[src/rtl/serial_five_bit_subtractor.sv]
`default_nettype none
// ============================================================================
// Module      : serial_five_bit_subtractor
// Description : Bit-serial subtractor, diff = (a - b) mod 2**WIDTH, LSB first,
//               one bit per clock, with a borrow flag and start/busy/done
//               handshake.
// Revision    : 1.0  initial release
// ============================================================================
module serial_five_bit_subtractor #(
    parameter int WIDTH = 5
) (
    input  logic             clk,
    input  logic             rst_n,
    input  logic             start,
    input  logic [WIDTH-1:0] a,
    input  logic [WIDTH-1:0] b,
    output logic             busy,
    output logic             done,
    output logic [WIDTH-1:0] diff,
    output logic             borrow
);

    typedef enum logic [1:0] {
        S_IDLE  = 2'd0,
        S_SHIFT = 2'd1,
        S_DONE  = 2'd2
    } state_t;

    // Counter value of the final (MSB) bit step.
    localparam logic [2:0] C_LAST_BIT = 3'(WIDTH - 1);

    state_t           state_q,  state_d;
    logic [WIDTH-1:0] sa_q,     sa_d;
    logic [WIDTH-1:0] sb_q,     sb_d;
    logic [WIDTH-1:0] sr_q,     sr_d;
    logic             c_q,      c_d;
    logic [2:0]       cnt_q,    cnt_d;
    logic [WIDTH-1:0] diff_q,   diff_d;
    logic             borrow_q, borrow_d;
    logic             busy_q,   busy_d;
    logic             done_q,   done_d;

    // One full-adder slice: sa holds a, sb holds ~b, carry starts at 1.
    logic w_sum;
    logic w_carry;
    assign w_sum   = sa_q[0] ^ sb_q[0] ^ c_q;
    assign w_carry = (sa_q[0] & sb_q[0]) | (sa_q[0] & c_q) | (sb_q[0] & c_q);

    // Next-state, datapath and registered-output decode.
    always_comb begin
        state_d  = state_q;
        sa_d     = sa_q;
        sb_d     = sb_q;
        sr_d     = sr_q;
        c_d      = c_q;
        cnt_d    = cnt_q;
        diff_d   = diff_q;
        borrow_d = borrow_q;

        case (state_q)
            S_IDLE: begin
                if (start) begin
                    sa_d    = a;
                    sb_d    = ~b;
                    c_d     = 1'b1;
                    cnt_d   = 3'd0;
                    sr_d    = '0;
                    state_d = S_SHIFT;
                end
            end
            S_SHIFT: begin
                sr_d  = {w_sum, sr_q[WIDTH-1:1]};
                sa_d  = sa_q >> 1;
                sb_d  = sb_q >> 1;
                c_d   = w_carry;
                cnt_d = cnt_q + 3'd1;
                if (cnt_q == C_LAST_BIT) begin
                    diff_d   = {w_sum, sr_q[WIDTH-1:1]};
                    borrow_d = ~w_carry;
                    state_d  = S_DONE;
                end
            end
            S_DONE: begin
                state_d = S_IDLE;
            end
            default: begin
                state_d = S_IDLE;
            end
        endcase

        // Flags are registered from the next state so they are glitch-free
        // and track the state register exactly.
        busy_d = (state_d != S_IDLE);
        done_d = (state_d == S_DONE);
    end

    // State and datapath registers with synchronous active-low reset.
    always_ff @(posedge clk) begin
        if (!rst_n) begin
            state_q  <= S_IDLE;
            sa_q     <= '0;
            sb_q     <= '0;
            sr_q     <= '0;
            c_q      <= 1'b0;
            cnt_q    <= 3'd0;
            diff_q   <= '0;
            borrow_q <= 1'b0;
            busy_q   <= 1'b0;
            done_q   <= 1'b0;
        end else begin
            state_q  <= state_d;
            sa_q     <= sa_d;
            sb_q     <= sb_d;
            sr_q     <= sr_d;
            c_q      <= c_d;
            cnt_q    <= cnt_d;
            diff_q   <= diff_d;
            borrow_q <= borrow_d;
            busy_q   <= busy_d;
            done_q   <= done_d;
        end
    end

    assign busy   = busy_q;
    assign done   = done_q;
    assign diff   = diff_q;
    assign borrow = borrow_q;

endmodule
`default_nettype wire

[config.mk]
export PLATFORM = sky130hd
export DESIGN_NAME = serial_five_bit_subtractor
export DESIGN_NICKNAME = d
export VERILOG_FILES = /design/src/rtl/serial_five_bit_subtractor.sv
export SDC_FILE = /design/constraint.sdc
export NUM_CORES = 1
export LEC_CHECK = 0
export CAP_MARGIN = 10
export CORE_UTILIZATION = 47
export CTS_CLUSTER_SIZE = 28
export DETAILED_ROUTE_END_ITERATION = 8
export PLACE_DENSITY_LB_ADDON = 0.15
export SETUP_SLACK_MARGIN = 0.15
export SYNTH_ARGS = -nofsm -noshare
export SYNTH_HDL_FRONTEND = slang
export SYNTH_SLANG_ARGS = --single-unit
export TNS_END_PERCENT = 100
[constraint.sdc]
create_clock -name clk -period 3.1 [get_ports clk]
set_input_delay 0.62 -clock clk [delete_from_list [all_inputs] [get_ports clk]]
set_output_delay 0.62 -clock clk [all_outputs]
set_load 0.005 [all_outputs]
### Yosys cells after proc, flatten, opt, wreduce, memory -nomap -nowiden

Cells that the tools add are included.
Widths: inputs -> output; s select.

| cells by class | value |
|---|---|
| equality and inequality tests | 4 |
| muxes and demuxes | 13 |
| add/sub/neg operators | 1 |
| reduce and logical (&&, ||, !) cells | 5 |
| bitwise gates (word level) | 9 |

Operators by type and width:

| cell | number |
|---|---|
| $pmux 5 s2 | 3 |
| $mux 5 | 3 |
| $pmux 3 s2 | 1 |
| $not 5->5 | 1 |
| $mux 2 | 2 |
| $pmux 2 s2 | 1 |
| $reduce_and 2->1 | 2 |
| $reduce_bool 2->1 | 2 |
| $add 3x1->3 const B | 1 |
| $and 1x1->1 | 3 |
| $eq 3x3->1 const B | 1 |
| $mux 3 | 1 |
| $eq 2x1->1 const B | 1 |
| $eq 2x2->1 const B | 1 |
| $logic_not 2->1 | 1 |
| $ne 2x2->1 const B | 1 |
| $or 1x1->1 | 2 |
| $pmux 1 s2 | 1 |
| $xor 1x1->1 | 2 |
| $mux 1 | 1 |
| $not 1->1 | 1 |

| storage, ports and cells | value |
|---|---|
| input port bits | 13 |
| flip-flop bits (word level) | 29 |
| word-level logic and storage cells | 42 |
| output and inout bits | 8 |

### Logic depth before layout (Yosys ltp)

Gate-level depths: netlist of run 1.

| logic depth | value |
|---|---|
| word-level depth | 4 |
| depth in mapped cells | 6 |
| depth with buffers taken out | 5 |

### Least setup slack after synthesis of run 1

OpenSTA, ideal clock, no wires.

| timing | value |
|---|---|
| kind | in2reg |
| start | input port start |
| end | register sa_q[4] |
| arrival time | 1127 ps |
| cell stages on the path | 4 |
| setup slack | 1845 ps |
| library setup time | 128 ps |
| data required time | 2972 ps |
| buffers on the path | 1 |
| cell sequence | and2b_1 -> buf_4 -> a32oi_1 -> nor2_1 |

| on the way | value |
|---|---|
| longest elaborated chain between the ends | 2 |

RTL lines:

| item | line | text |
|---|---|---|
| start, declared | 14 | `input logic start,` |
| $ne 2x2->1 (no line) | n/a |  |
| $reduce_and 2->1 (no line) | n/a |  |
| end signal, assigned | 101 | `sa_q <= '0;` |
| end signal, assigned | 112 | `sa_q <= sa_d;` |
| end, declared | 33 | `logic [WIDTH-1:0] sa_q, sa_d;` |

No other way between the ends.
A chain may end at the register's enable or synchronous reset.

### Worst setup path after layout of run 1

| timing | value |
|---|---|
| start | input port rst_n |
| end | register state_q[0] |

RTL lines:

| item | line | text |
|---|---|---|
| start, declared | 13 | `input logic rst_n,` |
| end signal, assigned | 111 | `state_q <= state_d;` |
| end, declared | 32 | `state_t state_q, state_d;` |

No word-level cell between the ends.

==> results of run 1 <==
## layout by cell type, fill, tap and decap left out
cell,count
nor3_1,1
o21ai_1,1
a21oi_1,9
a22oi_1,5
mux2i_1,9
clkdlybuf4s50_1,20
clkinv_1,1
a31oi_1,1
dfxtp_1,28
and4b_1,1
bufinv_16,1
nand2_1,4
and2_1,2
nor3b_1,4
o21bai_1,1
fa_1,1
a32oi_1,2
nand3b_1,1
clkbuf_4,3
nor2_1,15
inv_1,4
nand3_1,5
ha_1,2
nor2_2,1
a311oi_1,1
nand2b_1,2
and2b_1,1
nor2b_1,1
o21ai_0,8
a211oi_2,1
## kinds of logic (layout without fill, tap and decap cells)
logic type | after synthesis | count (layout)
buf+inv | 13 | 29
fa+ha+maj | 3 | 3
mux | 9 | 9
flops | 28 | 28
simple gates | 38 | 38
compound gates | 29 | 29
## worst min-delay path: stages (launching register included)
cell     delay [ns]
dfxtp_1        0.34
nand3_1        0.06
o21ai_1        0.05
## stage by stage
stage	hold WS, ns	power (uW)	cells	setup slack (ns)	utilization [%]
after CTS	0.485	697	164	1.03	61.0
after global placement	0.462	459	160	0.862	58.7
final	0.478	690	164	1.04	61.0
after detailed placement	0.465	461	160	0.807	58.7
after global routing	0.520	722	164	0.933	61.0
after floorplan	0.439	434	120	1.85	-
## worst max-delay path by stage
stage | startpoint | end | slack [ns]
2_1_floorplan | start | sa_q[4] | 1.85
3_3_place_gp | rst_n | state_q[0] | 0.86
3_5_place_dp | rst_n | state_q[0] | 0.81
4_1_cts | rst_n | state_q[0] | 1.03
5_1_grt | rst_n | state_q[0] | 0.93
6_report | rst_n | state_q[0] | 1.04
## state kept, by name (all words and copies together), names as in the netlist
name,count
done,1
sb_q,5
c_q,1
borrow,1
diff,5
sr_q,4
busy,1
state_q,2
cnt_q,3
sa_q,5
## per-layer routing
layer	GRT usage, %	part of all wire [%]	vias to the layer above
met2	33.6	48	16
met1	22.1	46	421
li1	-	-	452
met4	9.91	2.3	0
met3	3.87	3.2	7
met5	0	0	-
## cell type report
class	count	area (um^2)	share of cell area, %
flip-flops and latches	28	561	40.7
multi-input cells	79	509	37.0
repair buffers	20	200	14.5
well taps	28	35.0	2.55
clock inverters	1	30.0	2.18
clock buffers	3	22.5	1.64
inverters	5	18.8	1.36
## power by group through the flow
stage	logic [uW]	clock network (uW)	registers [uW]
floorplan	43.7	0	390
global placement	66.7	0	392
detailed placement	69.0	0	392
CTS	69.9	242	385
global route	77.9	258	386
finish	69.4	236	385
==> run_results.csv, run 1 <==
group,metric,value,unit
setup_path,regToRegStartpoint,"cnt_q[0]",
setup_path,startpoint_type,"input pin",
power,worst_ir_drop_vdd,404,uV
cts,cts_inserted_buffers,3,
synth,yosysSeqAreaShare,49.0,%
cts,hold_buffers,0,
setup_path,cp-end-kind,"flip-flop",
synth,synth_edf_count,0,
cts,cts_max_level,1,
setup_path,worst-r2r-cell-count,5,
timing,hold_viol,0,
setup_path,slowest_stage,"clkdlybuf4s50_1",
floorplanning,initial_core_util,50.7,%
finish,final_area,0.00138,mm^2
drt,drc,0,
power,p_comb_share,10.1,%
finish,syn_to_final_growth,20.4,%
finish,diodes,0,
global_route,grt_first_pass_wirelength,3680,um
timing,fin_crit,2.06,ns
finish,layout-drive-gt1-share,4.41,%
setup_path,cp.arrival,2.28,ns
timing,worst_slew_pin_slew,0.815,ns
setup_path,reg2reg_to,"diff[2]",
synth,syn-mean-instance-area,9.53,um^2
synth,synth_ff_type,"dfxtp_1",
power,swShare,21.8,%
floorplanning,coreArea,0.00225,mm^2
outcome,status,"finished, final reports clean",
worst_hold_path,min_path_cells,2,
power,p_seq_share,55.8,%
floorplanning,die_x,51.3,um
setup_path,cpPeakStageDelay,0.69,ns
floorplanning,die_y,51.3,um
placement,routabilityCongestion,0.734,
synth,synth_area,0.00114,mm^2
power,power_density,501,mW/mm^2
synth,synth_top_cell_area_share,49.0,%
synth,synth_compound_area_share,15.8,%
global_route,grt_pass1_vias,874,
synth,synth_top_family_by_area,"simple AND/OR/NAND/NOR gates",
floorplanning,ios,21,
setup_path,worstPathRequired,3.32,ns
global_route,antenna_found_initial,0,
synth,ys_top_cells_by_count,"28 x dfxtp_1, 15 x nor2_1, 9 x a21oi_1, 9 x mux2i_1, 8 x o21ai_0",
timing,skew,0.00444,ns
global_route,gr-total-overflow,0,
synth,synth_area_leaders,"dfxtp_1 49%, mux2i_1 7.9%, nor2_1 4.9%, a21oi_1 3.9%, o21ai_0 3.5%",
synth,yosysTopAreaCell,"dfxtp_1",
synth,netlist_instances,120,
timing,maxSlewViolCount,0,
synth,synth.net_count,136,
synth,synthAdderAreaFrac,3.94,%
cts,cts_setup_buffers,0,
floorplanning,dieArea,0.00263,mm^2
synth,synth-simple-area-share,17.0,%
cts,clock_latency,0.32,ns
global_route,grt_max_degree,18,
power,p_sw,150,uW
setup_path,ff2ff_setup_slack,1.53,ns
drt,route.antenna.remaining_nets,0,
timing,slew_headroom,45.6,%
global_route,grt_use_total,19.2,%
power,power_leakage,0.000505,uW
cts,clock-sinks,28,
worst_hold_path,hold_path_startpoint,"sb_q[3]",
synth,synth.most_common_cell,"dfxtp_1",
placement,dp_hpwl,1550,um
timing,fmax,485,MHz
drt,drt-initial-drc-count,7,
power,clkPwrFrac,34.2,%
drt,drt-total-wl,2170,um
worst_hold_path,hold_class,"reg2reg",
drt,dr.pass1.iters,4,
synth,async_reset_ff_share,0,%
cts,clk_path_buf_depth,2,
synth,synth_seq_cells,28,
cts,root_buffer,"clkbuf_4",
setup_path,path_depth,3,
placement,placed_area,0.00132,mm^2
synth,muxShareOfSynthArea,7.88,%
placement,port_buffers,20,
finish,n_fill_cell,219,
cts,cts_tree,"yes",
synth,synth_xor_area_share,0,%
worst_hold_path,hold_end,"sb_q[2]",
setup_path,path_cells,"clkdlybuf4s50_1 -> clkinv_1 -> a311oi_1",
timing,grt_setup_unrepaired,"no",
synth,yosysWarningCount,0,
drt,vias_per_cell,5.46,
drt,wl_per_cell,13.3,um
cts,cts_resized,0,
finish,fin_nets,153,
timing,fin_crit_sh,66.5,%
timing,finalSetupViolations,0,
run,cap_violations,0,
setup_path,path_max_fanout,17,
setup_path,cp_num_buf_inv,2,
power,internal-power,540,uW
synth,netlist-cell-type-count,31,
setup_path,crit_type,"in2reg",
cts,clk_pin_slew,0.15,ns
floorplanning,row_count,17,
setup_path,critPathTopFamily,"buffers and inverters",
drt,num_vias,896,
timing,fin_setup_tns,0,ns
(Power assumes the default switching activity.)
==> run 2, diff against run 1 <==
- clock period: 3.1 -> 1.95 ns (I/O delays scaled with it)
==> run 2 against run 1 <==
Effect of this change: routed wire length down 5.0%; global-route usage down 0.75 points; die area unchanged; core utilization up 0.61 points; register-to-register slack worse by 1.1 ns; final cell count up 2.4%; flip-flop and latch count unchanged; largest cell class unchanged.
==> run_results.csv, run 2 (same netlist as run 1, synthesis figures left out) <==
group,metric,value,unit
global_route,grt_use_total,18.5,%
global_route,antenna_found_initial,0,
worst_hold_path,min_path_cells,2,
cts,clock-sinks,28,
setup_path,cp_num_buf_inv,1,
power,power_density,723,mW/mm^2
cts,cts_resized,0,
finish,layout-drive-gt1-share,7.14,%
power,worst_ir_drop_vdd,470,uV
setup_path,cp-end-kind,"output port",
placement,dp_cells,164,
cts,hold_buffers,0,
timing,skew,0.00110,ns
cts,cts_tree,"yes",
placement,port_buffers,20,
cts,cts_setup_buffers,0,
timing,fin_setup_tns,0,ns
finish,fin_nets,157,
cts,cts_max_level,1,
setup_path,cpPeakStageDelay,0.52,ns
drt,vias_per_cell,5.28,
setup_path,critPathTopFamily,"buffers and inverters",
setup_path,worst-r2r-cell-count,5,
drt,route.antenna.remaining_nets,0,
global_route,grt_first_pass_wirelength,3510,um
finish,diodes,0,
timing,slew_headroom,69.3,%
placement,routabilityCongestion,0.769,
global_route,grt_max_degree,16,
floorplanning,row_count,17,
drt,drc,0,
setup_path,ff2ff_setup_slack,0.47,ns
global_route,grt_pass1_vias,829,
timing,finalSetupViolations,0,
setup_path,path_cells,"clkdlybuf4s50_1",
setup_path,cp.arrival,1.23,ns
setup_path,path_max_fanout,2,
floorplanning,ios,21,
placement,dp_hpwl,1490,um
finish,fin_cells,168,
placement,placed_area,0.00135,mm^2
setup_path,path_depth,1,
setup_path,crit_type,"reg2out",
global_route,gr-total-overflow,0,
finish,n_fill_cell,204,
timing,fin_crit_sh,82.9,%
cts,clk_pin_slew,0.14,ns
drt,num_vias,887,
floorplanning,die_x,51.3,um
finish,layout_common_cells,"28 x dfxtp_1, 20 x clkdlybuf4s50_1, 15 x nor2_1",
timing,fmax,619,MHz
cts,clock_latency,0.32,ns
timing,grt_setup_unrepaired,"no",
drt,dr.pass1.iters,4,
cts,clk_path_buf_depth,2,
timing,hold_viol,0,
floorplanning,die_y,51.3,um
run,cap_violations,0,
finish,mostFrequentLayoutCell,"dfxtp_1",
finish,syn_to_final_growth,21.6,%
setup_path,startpoint_type,"flip-flop",
setup_path,worstPathRequired,1.56,ns
power,power_leakage,0.000518,uW
floorplanning,coreArea,0.00225,mm^2
drt,wl_per_cell,12.3,um
finish,final_area,0.00139,mm^2
cts,cts_inserted_buffers,3,
worst_hold_path,hold_class,"reg2reg",
drt,drt-total-wl,2070,um
floorplanning,dieArea,0.00263,mm^2
setup_path,slowest_stage,"clkdlybuf4s50_1",
timing,worst_slew_pin_slew,0.461,ns
power,p_total,1000,uW
timing,maxSlewViolCount,0,
outcome,status,"finished, final reports clean",
timing,fin_crit,1.62,ns
floorplanning,initial_core_util,50.7,%
drt,drt-initial-drc-count,9,
cts,root_buffer,"clkbuf_4",
==> run 2: power by group <==
group	switching [uW]	leakage (uW)	internal, uW
clock	163	0.0000210	114
sequential	15.8	0.000229	596
combinational	54.9	0.000268	60.0
total	234	0.000518	770
==> run 2: metrics by stage <==
stage	util [%]	hold slack, ns	setup WS [ns]
2_1_floorplan	-	0.439	0.739
3_3_place_gp	60.0	0.457	0.248
3_5_place_dp	60.0	0.463	0.222
4_1_cts	61.7	0.483	0.332
5_1_grt	61.7	0.515	0.279
6_report	61.7	0.477	0.334
==> run 2: worst paths after layout <==
kind | end | start
worst max-delay path | borrow | borrow
worst min-delay path | sb_q[2] | sb_q[3]
worst max register to register | diff[3] | cnt_q[0]
worst min register to register | sb_q[2] | sb_q[3]
==> run 2: final cells by class <==
| type | instances | area [um^2] | share of cell area (%) |
|---|---|---|---|
| inverters | 5 | 18.8 | 1.35 |
| repair buffers | 24 | 230 | 16.6 |
| well taps | 28 | 35.0 | 2.52 |
| flip-flops and latches | 28 | 561 | 40.3 |
| clock buffers | 4 | 36.3 | 2.61 |
| multi-input cells | 79 | 509 | 36.6 |
==> run 2: layer usage <==
layer / global-route usage, % / routed length, um / vias up
li1: - / - / 459
met1: 21.9 / 1010 / 409
met2: 30.0 / 913 / 14
met3: 3.87 / 84 / 5
met4: 12.2 / 54 / 0
met5: 0 / 0 / -
==> run 3, diff against run 2 <==
- CORE_UTILIZATION: 47 -> 45
- clock period: 1.95 -> 1.4 ns (I/O delays scaled with it)
==> run 3 against run 2 <==
Effect of this change: sequential power is 39% higher; final area increased by 10%; critical path depth is 4 higher; final cell count increased by 6.5%; routed wire length grew 11%; clock-buffer cell count fell by 1; register-to-register slack lost 0.30 ns; worst hold slack better by 0.0015 ns; non-clock buffer count grew 11; critical path type is now reg2reg; highest routed layer unchanged.
==> run_results.csv, run 3 (same netlist as run 1, synthesis figures left out) <==
group,metric,value,unit
setup_path,worstPathRequired,1.65,ns
finish,diodes,0,
placement,port_buffers,20,
setup_path,worst-r2r-cell-count,5,
finish,final_area,0.00153,mm^2
worst_hold_path,min_path_cells,2,
floorplanning,coreArea,0.00230,mm^2
cts,cts_tree,"yes",
cts,root_buffer,"clkbuf_4",
timing,hold_slack,0.479,ns
global_route,grt_max_degree,17,
power,power_leakage,0.000627,uW
timing,fmax,813,MHz
global_route,antenna_found_initial,0,
setup_path,cp-end-kind,"flip-flop",
setup_path,ff2ff_setup_slack,0.17,ns
timing,worst_slew_pin_slew,0.206,ns
timing,slew_headroom,86.2,%
setup_path,reg2reg_to,"diff[2]",
placement,routabilityCongestion,0.723,
placement,dp_hpwl,1630,um
finish,layout-drive-gt1-share,24.5,%
finish,n_fill_cell,205,
placement,placed_area,0.00143,mm^2
setup_path,startpoint_type,"flip-flop",
drt,num_vias,940,
finish,layout_common_cells,"18 x dfxtp_1, 15 x nor2_1, 13 x buf_4",
drt,drt-total-wl,2300,um
cts,clk_path_buf_depth,2,
drt,wl_per_cell,12.9,um
timing,skew,0.00494,ns
drt,drc,0,
cts,clock_latency,0.34,ns
drt,dr.pass1.iters,4,
finish,multi_input_comb_area,531,um^2
global_route,grt_pass1_vias,893,
run,cap_violations,0,
setup_path,cp.arrival,1.48,ns
outcome,status,"finished, final reports clean",
finish,seq_area,573,um^2
setup_path,path_max_fanout,8,
worst_hold_path,hold_class,"reg2reg",
floorplanning,ios,21,
cts,cts_inserted_buffers,3,
floorplanning,die_y,52.4,um
cts,clk_pin_slew,0.15,ns
timing,fin_crit_sh,87.9,%
finish,mostFrequentLayoutCell,"dfxtp_1",
setup_path,regToRegStartpoint,"cnt_q[0]",
cts,cts_max_level,1,
global_route,gr-total-overflow,0,
finish,syn_to_final_growth,33.7,%
timing,finalSetupViolations,0,
floorplanning,row_count,17,
global_route,grt_first_pass_wirelength,3710,um
timing,hold_viol,0,
timing,fin_crit,1.23,ns
floorplanning,die_x,52.4,um
power,power_density,1030,mW/mm^2
floorplanning,dieArea,0.00275,mm^2
timing,grt_setup_unrepaired,"yes",
global_route,grt_use_total,18.3,%
setup_path,crit_type,"reg2reg",
cts,clock-sinks,28,
drt,drt-initial-drc-count,13,
setup_path,startpoint,"cnt_q[0]",
timing,maxSlewViolCount,0,
floorplanning,initial_core_util,49.8,%
drt,route.antenna.remaining_nets,0,
setup_path,crit_end,"diff[2]",
drt,vias_per_cell,5.25,
cts,hold_buffers,0,
power,worst_ir_drop_vdd,707,uV
finish,fin_nets,168,
-- run 3: worst min-delay path by stage --
stage            start      end  slack, ns
2_1_floorplan    rst_n  sa_q[2]       0.42
3_3_place_gp   sb_q[3]  sb_q[2]       0.45
3_5_place_dp   sb_q[3]  sb_q[2]       0.46
4_1_cts        sb_q[3]  sb_q[2]       0.48
5_1_grt        sb_q[1]  sb_q[0]       0.51
6_report       sb_q[3]  sb_q[2]       0.48
-- run 3: routing by layer --
metal | GRT usage (%) | up-vias | share of wire, %
li1 | - | 477 | -
met1 | 23.8 | 440 | 50
met2 | 29.7 | 17 | 45
met3 | 2.61 | 6 | 3.6
met4 | 7.89 | 0 | 1.3
met5 | 0 | - | 0
-- run 3: timing repair --
action,CTS,global route
endpoints found under the setup margin,20,16
hold endpoints to repair,0,0
resized for setup,24,4
pin swaps,2,2
buffers inserted,0,2
-- run 3: layout make-up --
type	count	share of cell area (%)
multi-input cells	79	34.7
well taps	28	2.29
clock inverters	1	1.96
clock buffers	3	1.47
repair buffers	35	20.9
flip-flops and latches	28	37.5
inverters	5	1.23
-- run 3: report_power, final --
group / switching (uW) / leakage [uW] / internal, uW
registers: 18.5 / 0.000233 / 831
logic: 90.4 / 0.000366 / 106
clock network: 245 / 0.0000279 / 290
total: 354 / 0.000627 / 1230
-- run 3: metrics by stage --
step | worst slack (ns) | power, uW | cells | utilization, % | setup TNS [ns]
CTS | 0.153 | 1580 | 177 | 65.5 | 0
finish | 0.170 | 1580 | 179 | 66.6 | 0
detailed placement | -0.211 | 1050 | 173 | 62.4 | -1.48
global placement | -0.0943 | 1050 | 173 | 62.4 | -0.732
global route | 0.109 | 1640 | 179 | 66.6 | 0
floorplan | 0.189 | 961 | 120 | - | 0
-- run 3: worst max-delay path, cell delays in order, from the launching register on --
cell and delay (ns):
dfxtp_2 0.35, inv_2 0.07, ha_4 0.13, and4b_4 0.33, mux2i_1 0.21, nor2_1 0.05
